### src/rtl/line_cache_pkg.sv
// Shared types for the direct-mapped line cache: address field widths,
// byte mask and the controller state encoding.
package line_cache_pkg;

  localparam int DEF_IDX_BITS = 3;
  localparam int DEF_TAG_BITS = 12 - DEF_IDX_BITS;

  typedef logic [DEF_TAG_BITS-1:0] lc3b_c_tag;
  typedef logic [DEF_IDX_BITS-1:0] lc3b_c_index;
  typedef logic [15:0]             lc3b_mem_wmask;

  typedef enum logic [1:0] {
    ST_IDLE,
    ST_COMPARE,
    ST_WRITEBACK,
    ST_FILL
  } cache_state_t;

  function automatic logic [15:0] line_base(input logic [15:0] addr);
    return {addr[15:4], 4'h0};
  endfunction

endpackage

### src/rtl/line_cache_array.sv
// Storage for the cache: per-set 128-bit line, tag, valid and dirty bits.
// Reads are combinational on the single index; valid/dirty clear on reset.
module cache_line_array
  import line_cache_pkg::*;
#(
  parameter int IDX_BITS = DEF_IDX_BITS
) (
  input  logic                  clk,
  input  logic                  rst,
  input  logic [IDX_BITS-1:0]   index,
  input  lc3b_mem_wmask         data_we,
  input  logic [127:0]          data_in,
  input  logic                  tag_load,
  input  logic [11-IDX_BITS:0]  tag_in,
  input  logic                  valid_load,
  input  logic                  valid_in,
  input  logic                  dirty_load,
  input  logic                  dirty_in,
  output logic [127:0]          data_out,
  output logic [11-IDX_BITS:0]  tag_out,
  output logic                  valid_out,
  output logic                  dirty_out
);

  localparam int SETS = 1 << IDX_BITS;

  logic [127:0]         data_q [SETS];
  logic [11-IDX_BITS:0] tag_q  [SETS];
  logic [SETS-1:0]      valid_q;
  logic [SETS-1:0]      dirty_q;

  // Data and tags are deliberately left out of reset; valid gates their use.
  always_ff @(posedge clk) begin
    for (int b = 0; b < 16; b++) begin
      if (data_we[b]) data_q[index][8*b +: 8] <= data_in[8*b +: 8];
    end
    if (tag_load) tag_q[index] <= tag_in;
  end

  always_ff @(posedge clk) begin
    if (rst) begin
      valid_q <= '0;
      dirty_q <= '0;
    end else begin
      if (valid_load) valid_q[index] <= valid_in;
      if (dirty_load) dirty_q[index] <= dirty_in;
    end
  end

  assign data_out  = data_q[index];
  assign tag_out   = tag_q[index];
  assign valid_out = valid_q[index];
  assign dirty_out = dirty_q[index];

endmodule

### src/rtl/line_cache.sv
// Direct-mapped write-back, write-allocate cache controller between the CPU
// line interface and physical memory.
module line_cache
  import line_cache_pkg::*;
#(
  parameter int IDX_BITS = DEF_IDX_BITS
) (
  input  logic          clk,
  input  logic          rst,
  input  logic          mem_read,
  input  logic          mem_write,
  input  logic [15:0]   mem_byte_enable,
  input  logic [15:0]   mem_address,
  input  logic [127:0]  mem_wdata,
  output logic [127:0]  mem_rdata,
  output logic          mem_resp,
  output logic          pmem_read,
  output logic          pmem_write,
  output logic [15:0]   pmem_address,
  output logic [127:0]  pmem_wdata,
  input  logic [127:0]  pmem_rdata,
  input  logic          pmem_resp,
  output cache_state_t  dbg_state
);

  localparam int TAG_BITS = 12 - IDX_BITS;

  // Handshake: CPU holds mem_read/mem_write (and address/data) until the
  // single-cycle mem_resp; the cache holds pmem_read/pmem_write until the
  // single-cycle pmem_resp and drops the strobe on the following cycle.
  cache_state_t          state;
  logic [15:4]           line_q;
  logic [IDX_BITS-1:0]   idx;
  logic [TAG_BITS-1:0]   tag;
  logic                  req;
  logic                  hit;

  lc3b_mem_wmask         data_we;
  logic [127:0]          data_in;
  logic                  tag_load;
  logic                  valid_load;
  logic                  dirty_load;
  logic                  dirty_in;
  logic [127:0]          line_data;
  logic [TAG_BITS-1:0]   line_tag;
  logic                  line_valid;
  logic                  line_dirty;
  logic                  unused_offset;

  // The line address is captured when IDLE accepts a request so an
  // in-flight miss finishes even if the CPU withdraws.
  assign idx           = line_q[4 +: IDX_BITS];
  assign tag           = line_q[15 -: TAG_BITS];
  assign req           = mem_read | mem_write;
  assign hit           = line_valid && (line_tag == tag);
  assign unused_offset = ^mem_address[3:0];

  cache_line_array #(.IDX_BITS(IDX_BITS)) u_array (
    .clk        (clk),
    .rst        (rst),
    .index      (idx),
    .data_we    (data_we),
    .data_in    (data_in),
    .tag_load   (tag_load),
    .tag_in     (tag),
    .valid_load (valid_load),
    .valid_in   (1'b1),
    .dirty_load (dirty_load),
    .dirty_in   (dirty_in),
    .data_out   (line_data),
    .tag_out    (line_tag),
    .valid_out  (line_valid),
    .dirty_out  (line_dirty)
  );

  always_ff @(posedge clk) begin
    if (rst) begin
      state  <= ST_IDLE;
      line_q <= '0;
    end else begin
      unique case (state)
        ST_IDLE: begin
          if (req) begin
            state  <= ST_COMPARE;
            line_q <= mem_address[15:4];
          end
        end
        ST_COMPARE: begin
          if (!req || hit)                 state <= ST_IDLE;
          else if (line_valid && line_dirty) state <= ST_WRITEBACK;
          else                             state <= ST_FILL;
        end
        ST_WRITEBACK: if (pmem_resp) state <= ST_FILL;
        ST_FILL:      if (pmem_resp) state <= ST_COMPARE;
        default:      state <= ST_IDLE;
      endcase
    end
  end

  // Array update strobes; a write with an empty mask still completes but
  // leaves the line clean.
  always_comb begin
    data_we    = '0;
    data_in    = pmem_rdata;
    tag_load   = 1'b0;
    valid_load = 1'b0;
    dirty_load = 1'b0;
    dirty_in   = 1'b0;
    mem_resp   = 1'b0;
    unique case (state)
      ST_COMPARE: begin
        if (req && hit) begin
          mem_resp = 1'b1;
          if (mem_write) begin
            data_we = mem_byte_enable;
            data_in = mem_wdata;
            if (|mem_byte_enable) begin
              dirty_load = 1'b1;
              dirty_in   = 1'b1;
            end
          end
        end
      end
      ST_WRITEBACK: dirty_load = pmem_resp;
      ST_FILL: begin
        if (pmem_resp) begin
          data_we    = '1;
          tag_load   = 1'b1;
          valid_load = 1'b1;
          dirty_load = 1'b1;
        end
      end
      default: ;
    endcase
  end

  always_comb begin
    pmem_address = 16'h0000;
    unique case (state)
      ST_WRITEBACK: pmem_address = {line_tag, idx, 4'h0};
      ST_FILL:      pmem_address = line_base({line_q, 4'h0});
      default:      pmem_address = 16'h0000;
    endcase
  end

  assign pmem_read  = (state == ST_FILL);
  assign pmem_write = (state == ST_WRITEBACK);
  assign pmem_wdata = line_data;
  assign mem_rdata  = line_valid ? line_data : '0;
  assign dbg_state  = state;

endmodule

### config.mk
export PLATFORM = sky130hd
export DESIGN_NAME = line_cache
export DESIGN_NICKNAME = d
export VERILOG_FILES = /design/src/rtl/line_cache_pkg.sv /design/src/rtl/line_cache_array.sv /design/src/rtl/line_cache.sv
export SDC_FILE = /design/constraint.sdc
export NUM_CORES = 1
export LEC_CHECK = 0
export CORE_MARGIN = 4
export CORE_UTILIZATION = 45
export CTS_CLUSTER_DIAMETER = 80
export DETAILED_ROUTE_END_ITERATION = 8
export GPL_TIMING_DRIVEN = 0
export PLACE_DENSITY_LB_ADDON = 0.2
export SLEW_MARGIN = 0
export SYNTH_ARGS = -nofsm -noshare
export SYNTH_HDL_FRONTEND = slang
export SYNTH_SLANG_ARGS = --single-unit
### constraint.sdc
create_clock -name clk -period 4.3 [get_ports clk]
set_input_delay 1.075 -clock clk [delete_from_list [all_inputs] [get_ports clk]]
set_output_delay 1.075 -clock clk [all_outputs]
set_load 0.01 [all_outputs]
======== Yosys cells after proc, flatten, opt, wreduce, memory -nomap -nowiden ========
Memories as Yosys holds them, arrays and structs flattened. A register that Yosys moved wholly into a read port is not among the register bits.
Cells that the tools add are included.
operators by class
  magnitude comparators ................... 2
  equality and inequality tests ........... 7
  muxes and demuxes ....................... 69
  bitwise operators ....................... 2
  reduce and logical (&&, ||, !) cells .... 10
operator list
  cell                                                                      number
  128-bit two-way mux                                                       4
  16-bit case mux with 2 select lines                                       2
  16-bit two-way mux                                                        3
  1-bit two-way mux                                                         46
  16-bit OR reduction                                                       1
  3-bit two-way mux                                                         4
  9-bit == test                                                             1
  8-bit bitwise mux                                                         1
  2-bit two-way mux                                                         4
  8-bit OR                                                                  1
  2-bit case mux with 4 select lines                                        1
  1-bit binary-select mux with 3-bit select                                 2
  2-bit == test (second input constant)                                     2
  1-bit logical AND                                                         4
  3-bit by 4-bit < comparator with 1-bit output (second input constant)     1
  2-bit by 1-bit inequality test with 1-bit output (second input constant)  2
  1-bit demux with 3-bit select                                             1
  3-bit by 1-bit >= comparator with 1-bit output (second input constant)    1
  1-bit case mux with 3 select lines                                        1
  3-bit AND reduction                                                       1
  2-bit by 1-bit == test with 1-bit output (second input constant)          1
  2-bit zero test                                                           1
  2-bit inequality test (second input constant)                             1
  2-bit AND reduction                                                       1
  3 further kinds                                                           3
storage, ports and cells
  bits in registers ....................... 30
  bits in writable memories ............... 1096
  input port bits ......................... 293
  word-level logic and storage cells ...... 96
  memories ................................ 2
memories
  name            depth  width  rd ports  clocked after memory_dff  wr ports  line                    text
  u_array.data_q  8      128    1         1                         1         line_cache_array.sv:27  logic [127:0] data_q [SETS];
  u_array.tag_q   8      9      1         1                         1         line_cache_array.sv:28  logic [11-IDX_BITS:0] tag_q [SETS];

======== Logic depth before layout (Yosys ltp) ========
Gate-level depths: netlist (run 1).
  depth in word-level cells ............... 8
  depth in mapped cells ................... 11
  gate-level depth less buffers ........... 8

======== Hierarchy ========
Synthesis (run 1) repeated with hierarchy kept, for this count alone.
second synthesis, totals
  cells, all modules ...................... 2270
  area total of the unflattened synthesis .. 46643.5 um2
modules (own cells, without submodules)
  module            instances  cells an instance  area each (um2)  seq. area each (um2)
  cache_line_array  1          1835               42861.1          33231.9
  line_cache        1          435                3782.4           280.3

======== Least setup slack after synthesis (run 1) ========
Ideal clock, no wire load.
  path type ............................... reg2out
  start point ............................. register with a tool-made name
  end point ............................... output port mem_resp
  data arrival time ....................... 2.600 ns
  required time ........................... 3.225 ns
  slack ................................... 0.625 ns
  stages on the path, launching flop included .. 11
  buffers on the path ..................... 4
  path through ............................ dfxtp_1 -> buf_2 -> buf_1 -> mux4_2 -> mux2i_1 -> xor2_1 -> o2111ai_1 -> or3_1 -> clkbuf_1 -> clkbuf_1 -> nor2_1
RTL lines
  element        line              text
  end, declared  line_cache.sv:16  output logic mem_resp,

==> flow_summary.json, run 1 <==
{
  "outcome": "finished clean",
  "fin_crit_sh_pct": 98.2,
  "crit_type": "flop to output port",
  "place_congestion": 0.817,
  "cts_hold_buf": 0,
  "grt_usage_pct": 23.2,
  "finalMaxSlewViolations": 0,
  "dp.cells": 4434,
  "sw_frac_of_total_pct": 25.8,
  "start_kind": "flop",
  "holdWs_ps": 455,
  "synth_most_common_cell": "edfxtp_1",
  "io_buffers": 560,
  "syn_area_um2": 46400,
  "yosys.area_share.simple_pct": 2.23,
  "clockRootBuffer": "clkbuf_16",
  "area.growth.synth_to_final_pct": 29.9,
  "overflow": 0,
  "synth-xor-area-share_pct": 0.151,
  "max_slew_margin_pct": 7.77,
  "p_seq_share_pct": 44.1,
  "synthAdderAreaFrac_pct": 0.135,
  "p_int_mw": 20.7,
  "yosysWarnings": 0,
  "wire_per_inst_um": 27.5,
  "via_per_inst": 5.69,
  "drt_iter0_markers": 2603,
  "rows": 117,
  "cts_tree": "yes",
  "yosysTopAreaCell": "edfxtp_1",
  "cts.sinks": 1129,
  "skew_ps": 25.7,
  "fp.dieW_um": 329,
  "nNetsFinal": 3503,
  "clk_pin_slew_ps": 60,
  "antenna_found_initial": 5,
  "grt_pass1_vias": 27400,
  "leakage_nw": 19.7,
  "synth.avg_cell_area_um2": 19.0,
  "p_comb_share_pct": 21.7,
  "holdCritPathClass": "flop to flop",
  "wl_um": 128000,
  "synth_area_leaders": "edfxtp_1 (71%), mux4_2 (13%), mux2i_1 (3.0%), mux2_2 (2.6%), o31ai_1 (2.2%)",
  "grt_pass1_wl_um": 184000,
  "synth.top_cell.area_share_pct": 70.9,
  "drive_gt1_share_pct": 30.0,
  "finish.utilization_pct": 59.1,
  "core_um2": 102000,
  "setup-tns-final_ps": 0,
  "dr_total_vias": 26500,
  "p_sw_mw": 7.18,
  "grt_max_degree": 16,
  "drc": 0,
  "rsz0062_at_grt": "true",
  "start_util_pct": 45.5,
  "clk_path_buf_depth": 3,
  "synth_cell_type_count": 42,
  "setup_violations": 0,
  "max_freq_ghz": 0.237,
  "fin_crit_ps": 4220,
  "hpwlAfterDp_um": 88800,
  "synth_top_family_by_area": "multiplexers",
  "required_ps": 3220,
  "seq_area_frac_synth_pct": 72.3,
  "ys_ff_latch": 1129,
  "ios": 570,
  "endpoint_kind": "output port",
  "synth_mux_area_share_pct": 19.4,
  "die_y_um": 329,
  "dieArea_um2": 108000,
  "synth_common_cells": "edfxtp_1 (1096), mux4_2 (273), nor2_1 (147), inv_1 (144)",
  "ys_async_sr_fraction_pct": 0,
  "path_max_fanout": 10,
  "peakVddDrop_mv": 0.342,
  "finalHoldViolCount": 0,
  "synth-edff-count": 1096,
  "netlist_instances": 2437,
  "htreeDepth": 3,
  "tightest_slew_ps": 1380,
  "postRouteAntennaNets": 0,
  "final_cells": 4664,
  "maxCapViolCount": 0,
  "synth_compound_area_share_pct": 2.93,
  "clkLatencyLatePin_ps": 670,
  "arrival_ps": 3150,
  "ys.flop_type": "edfxtp_1",
  "cts_buffers": 111,
  "dr.pass1.iters": 8,
  "total_power_mw": 27.9,
  "clkPwrFrac_pct": 34.2,
  "power_density_nw_per_um2": 462
}
==> power groups by stage <==
stage / clock network [mW] / registers (mW) / logic [mW]
after detailed placement: 0 / 12.5 / 5.21
final: 9.52 / 12.3 / 6.06
after CTS: 9.66 / 12.3 / 5.99
after global routing: 10.2 / 12.3 / 6.41
after global placement: 0 / 12.5 / 5.07
after floorplan: 0 / 12.5 / 2.84
==> cells in the final DEF (no fill, tap or decap), types with 19 or more instances in the layout <==
cell,n
a21oi_1,27
buf_2,19
buf_4,107
buf_6,38
buf_8,19
clkbuf_1,51
clkbuf_16,126
clkdlybuf4s50_1,557
clkinv_2,23
dfxtp_1,30
edfxtp_1,1096
inv_1,143
mux2_1,24
mux2_2,108
mux2i_1,44
mux2i_2,43
mux2i_4,50
mux4_2,273
nand2_1,66
nor2_1,145
o21ai_0,19
o31ai_1,19
o31ai_2,117
==> worst max-delay path, stage by stage, from the launching register on <==
cell	delay, ps
dfxtp_4	370
buf_8	120
buf_12	140
clkbuf_16	220
buf_6	220
mux4_2	570
mux2i_2	230
nor2_1	90
clkdlybuf4s50_1	500
==> cells by family after synthesis <==
group,Yosys count
adder cells (fa/ha/maj),5
buffers and inverters,305
multiplexers,542
AND/OR/NAND/NOR,251
AO/OA/AOI/OAI,196
flip-flops,1129
XOR/XNOR,8
other,1
==> registers in the layout (all words and copies together) (netlist names), named ones only <==
register	cells
u_array.dirty_q	8
dbg_state	2
u_array.valid_q	8
line_q	12
u_array.data_q	1024
u_array.tag_q	72
==> routing by layer <==
metal	vias to the layer above	wire, um	track usage (%)	share of wire (%)
met4	2	2970	5.83	2.3
met3	202	10500	5.03	8.1
met5	-	13	0	0.010
li1	11300	-	-	-
met2	1245	63200	38.1	49
met1	13800	51700	32.0	40
==> path summary, 6_finish.rpt <==
kind | from | to | slack, ps | cells past startpoint
max | flop | mem_rdata[25] | 80 | 8
min | u_array.valid_q[2]$_SDFFE_PP0P_ | u_array.valid_q[2]$_SDFFE_PP0P_ | 450 | 2
max reg2reg | line_q[4]$_SDFFE_PP0P_ | u_array.data_q[0][61]$_DFFE_PP_ | 130 | 10
min reg2reg | u_array.valid_q[2]$_SDFFE_PP0P_ | u_array.valid_q[2]$_SDFFE_PP0P_ | 450 | 2
==> cell type report <==
cell class,instances,area [um2]
flip-flops and latches,1129,33600
well taps,1368,1710
multi-input cells,1006,13000
diodes,1,2.50
clock buffers,142,3020
clock inverters,61,556
plain buffers,160,1590
inverters,144,541
repair buffers,653,6330
fillers,7414,41700
==> what timing repair did <==
| item | in CTS | in global routing |
|---|---|---|
| cloned | 3 | 0 |
| setup endpoints to repair | 1719 | 492 |
| buffers inserted | 19 | 4 |
| resized for setup | 482 | 73 |
| pin swaps | 4 | 5 |
==> through the flow <==
stage | worst slack, ps | cell area [um2]
final | 75.4 | 60300
after global routing | -8.71 | 60300
after CTS | -2.02 | 60000
after detailed placement | -1400 | 54700
after global placement | -1820 | 53800
after floorplan | 625 | 46400
Note: power is estimated with default switching activity, not from simulation.
==> run 2: changes to the inputs <==
--- a/config.mk
+++ b/config.mk
@@ -7,7 +7,7 @@
 export LEC_CHECK = 0
 export CORE_MARGIN = 4
 export CORE_UTILIZATION = 45
-export CTS_CLUSTER_DIAMETER = 80
+export CTS_CLUSTER_DIAMETER = 200
 export DETAILED_ROUTE_END_ITERATION = 8
 export GPL_TIMING_DRIVEN = 0
 export PLACE_DENSITY_LB_ADDON = 0.2
==> results of run 2 <==
The final DEF is identical to that of run 1; final timing and power are the same.
==> run 3: changes to the inputs <==
--- a/config.mk
+++ b/config.mk
@@ -9,6 +9,7 @@
 export CORE_UTILIZATION = 45
 export CTS_CLUSTER_DIAMETER = 200
 export DETAILED_ROUTE_END_ITERATION = 8
+export GPL_ROUTABILITY_DRIVEN = 0
 export GPL_TIMING_DRIVEN = 0
 export PLACE_DENSITY_LB_ADDON = 0.2
 export SLEW_MARGIN = 0
==> constraint.sdc (replaced) <==
create_clock -name clk -period 4.3 [get_ports clk]
set_input_delay 1.29 -clock clk [delete_from_list [all_inputs] [get_ports clk]]
set_output_delay 1.29 -clock clk [all_outputs]
set_load 0.01 [all_outputs]
==> run 3 against run 2 <==
  * Critical path depth is 1 higher
  * Sequential share of layout area is 1.4 points lower
  * Critical path type unchanged
  * Core utilization is 1.6 points higher
  * Final cell count is 1.8% higher
  * Global-route usage is 0.72 points higher
  * The flow now finishes with violations (setup timing)
  * Power is 2.2% higher
==> flow_summary.json, run 3 (synthesis results as in run 1) <==
{
  "skew_ps": 27.0,
  "fp.dieW_um": 329,
  "max_freq_ghz": 0.224,
  "clkLatencyLatePin_ps": 680,
  "cts_tree": "yes",
  "hold_end": "u_array.valid_q[2]$_SDFFE_PP0P_",
  "overflow": 0,
  "layout_setup_ws_ps": -171,
  "grt_pass1_vias": 27900,
  "whs_path_depth": 2,
  "wire_per_inst_um": 27.8,
  "required_ps": 3010,
  "start_util_pct": 45.5,
  "clk_path_buf_depth": 3,
  "mostFrequentLayoutCell": "edfxtp_1",
  "grt_usage_pct": 23.9,
  "hpwlAfterDp_um": 88800,
  "htreeDepth": 3,
  "antenna_found_initial": 4,
  "finish.utilization_pct": 60.7,
  "violations": "setup timing",
  "leakage_nw": 21.1,
  "fin_crit_ps": 4470,
  "setup_violations": 17,
  "io_buffers": 560,
  "holdCritPathClass": "flop to flop",
  "regToRegSetupSlack_ps": 140,
  "endpoint_kind": "output port",
  "outcome": "finished with violations",
  "peakVddDrop_mv": 0.345,
  "dieArea_um2": 108000,
  "r2r_end": "u_array.data_q[0][13]$_DFFE_PP_",
  "largestRegisters": "u_array.data_q (1024), u_array.tag_q (72), line_q (12)",
  "rsz0062_at_grt": "true",
  "worstHoldStart": "u_array.valid_q[2]$_SDFFE_PP0P_",
  "postRouteAntennaNets": 0,
  "crit_type": "flop to output port",
  "grt_pass1_wl_um": 189000,
  "drt_iter0_markers": 2776,
  "tightest_slew_ps": 1390,
  "finalHoldViolCount": 0,
  "fin_crit_sh_pct": 104,
  "top_register": "u_array.data_q",
  "drive_gt1_share_pct": 33.3,
  "dr_total_vias": 27000,
  "dp.cells": 4434,
  "max_slew_margin_pct": 7.13,
  "power_density_nw_per_um2": 460,
  "layout_common_cells": "edfxtp_1 (1096), clkdlybuf4s50_1 (303), mux4_2 (273)",
  "path_max_fanout": 4,
  "grt_max_degree": 16,
  "maxCapViolCount": 0,
  "cts_hold_buf": 0,
  "start_kind": "flop",
  "nNetsFinal": 3587,
  "cts.sinks": 1129,
  "area.growth.synth_to_final_pct": 33.3,
  "die_y_um": 329,
  "rows": 117,
  "clockRootBuffer": "clkbuf_16",
  "clk_pin_slew_ps": 60,
  "arrival_ps": 3180,
  "setup-tns-final_ps": -455,
  "largest_reg_flops": 1024,
  "core_um2": 102000,
  "via_per_inst": 5.68,
  "cts_buffers": 111,
  "finalMaxSlewViolations": 0,
  "drc": 0,
  "wl_um": 132000,
  "reg2reg_depth": 9,
  "final_cells": 4750,
  "dr.pass1.iters": 5,
  "ios": 570
}
[run 3: cell count changes in the layout (fill, tap and decap cells not counted), moves of 7 or more]
cell / delta
buf_12: +26
buf_4: +63
buf_6: -11
clkbuf_16: +15
clkdlybuf4s15_1: +52
clkdlybuf4s50_1: -254
dlygate4sd2_1: +193
mux2i_1: -37
mux2i_2: +7
mux2i_4: +30
o31ai_4: +10
[run 3: metrics by stage]
stage / total power, mW / area [um2] / setup slack [ps] / hold WS (ps)
after floorplan: 15.3 / 46400 / 410 / 421
after global placement: 17.6 / 53800 / -2030 / 435
after detailed placement: 17.7 / 54700 / -1620 / 434
after CTS: 28.4 / 61300 / -226 / 448
after global routing: 29.5 / 61900 / -245 / 472
final: 28.5 / 61900 / -171 / 450
[run 3: layout make-up]
type                    count  area, um2
well taps                1368       1710
clock buffers             142       3020
flip-flops and latches   1129      33600
fillers                  7338      40100
repair buffers            740       7200
plain buffers             157       1770
inverters                 144        541
multi-input cells        1006      13500
clock inverters            61        556
diodes                      3       7.51
[run 3: worst max-delay path by stage]
stage                                      start       endpoint  cells after the start
final                                       flop       mem_resp                      9
after global routing                        flop       mem_resp                      9
after floorplan                             flop       mem_resp                     10
after global placement    line_q[5]$_SDFFE_PP0P_  mem_rdata[73]                      8
after CTS                                   flop       mem_resp                     10
after detailed placement                    flop  pmem_wdata[7]                      8
[run 3: routing by layer]
layer  global-route usage (%)  share of wire [%]  vias to the layer above
met4                     6.45                2.5                        2
met1                     32.8                 40                    14000
met3                     5.15                8.2                      208
li1                         -                  -                    11500
met5                        0             0.0098                        -
met2                     39.4                 49                     1252
[run 3: critical path: stages, from the launching register on]
cell     delay, ps
dfxtp_4        370
buf_8          120
mux4_2         520
mux2i_4        210
xnor2_1        110
or3_1          370
or3_4          450
buf_8          160
nor2_4          80
buf_6          110
[run 3: report_power, final]
group	switching (mW)	total [mW]	leakage, nW	internal [mW]
combinational	3.31	6.64	9.20	3.33
sequential	0.0958	12.3	10.1	12.2
clock	4.06	9.55	1.75	5.49
total	7.46	28.5	21.1	21.0
[run 3: repair_timing]
item / 4_1_cts / 5_1_grt
gates resized for setup: 910 / 106
setup endpoints to repair: 1720 / 469
setup buffers: 54 / 43
cloned: 18 / 2
pin swaps: 5 / 5
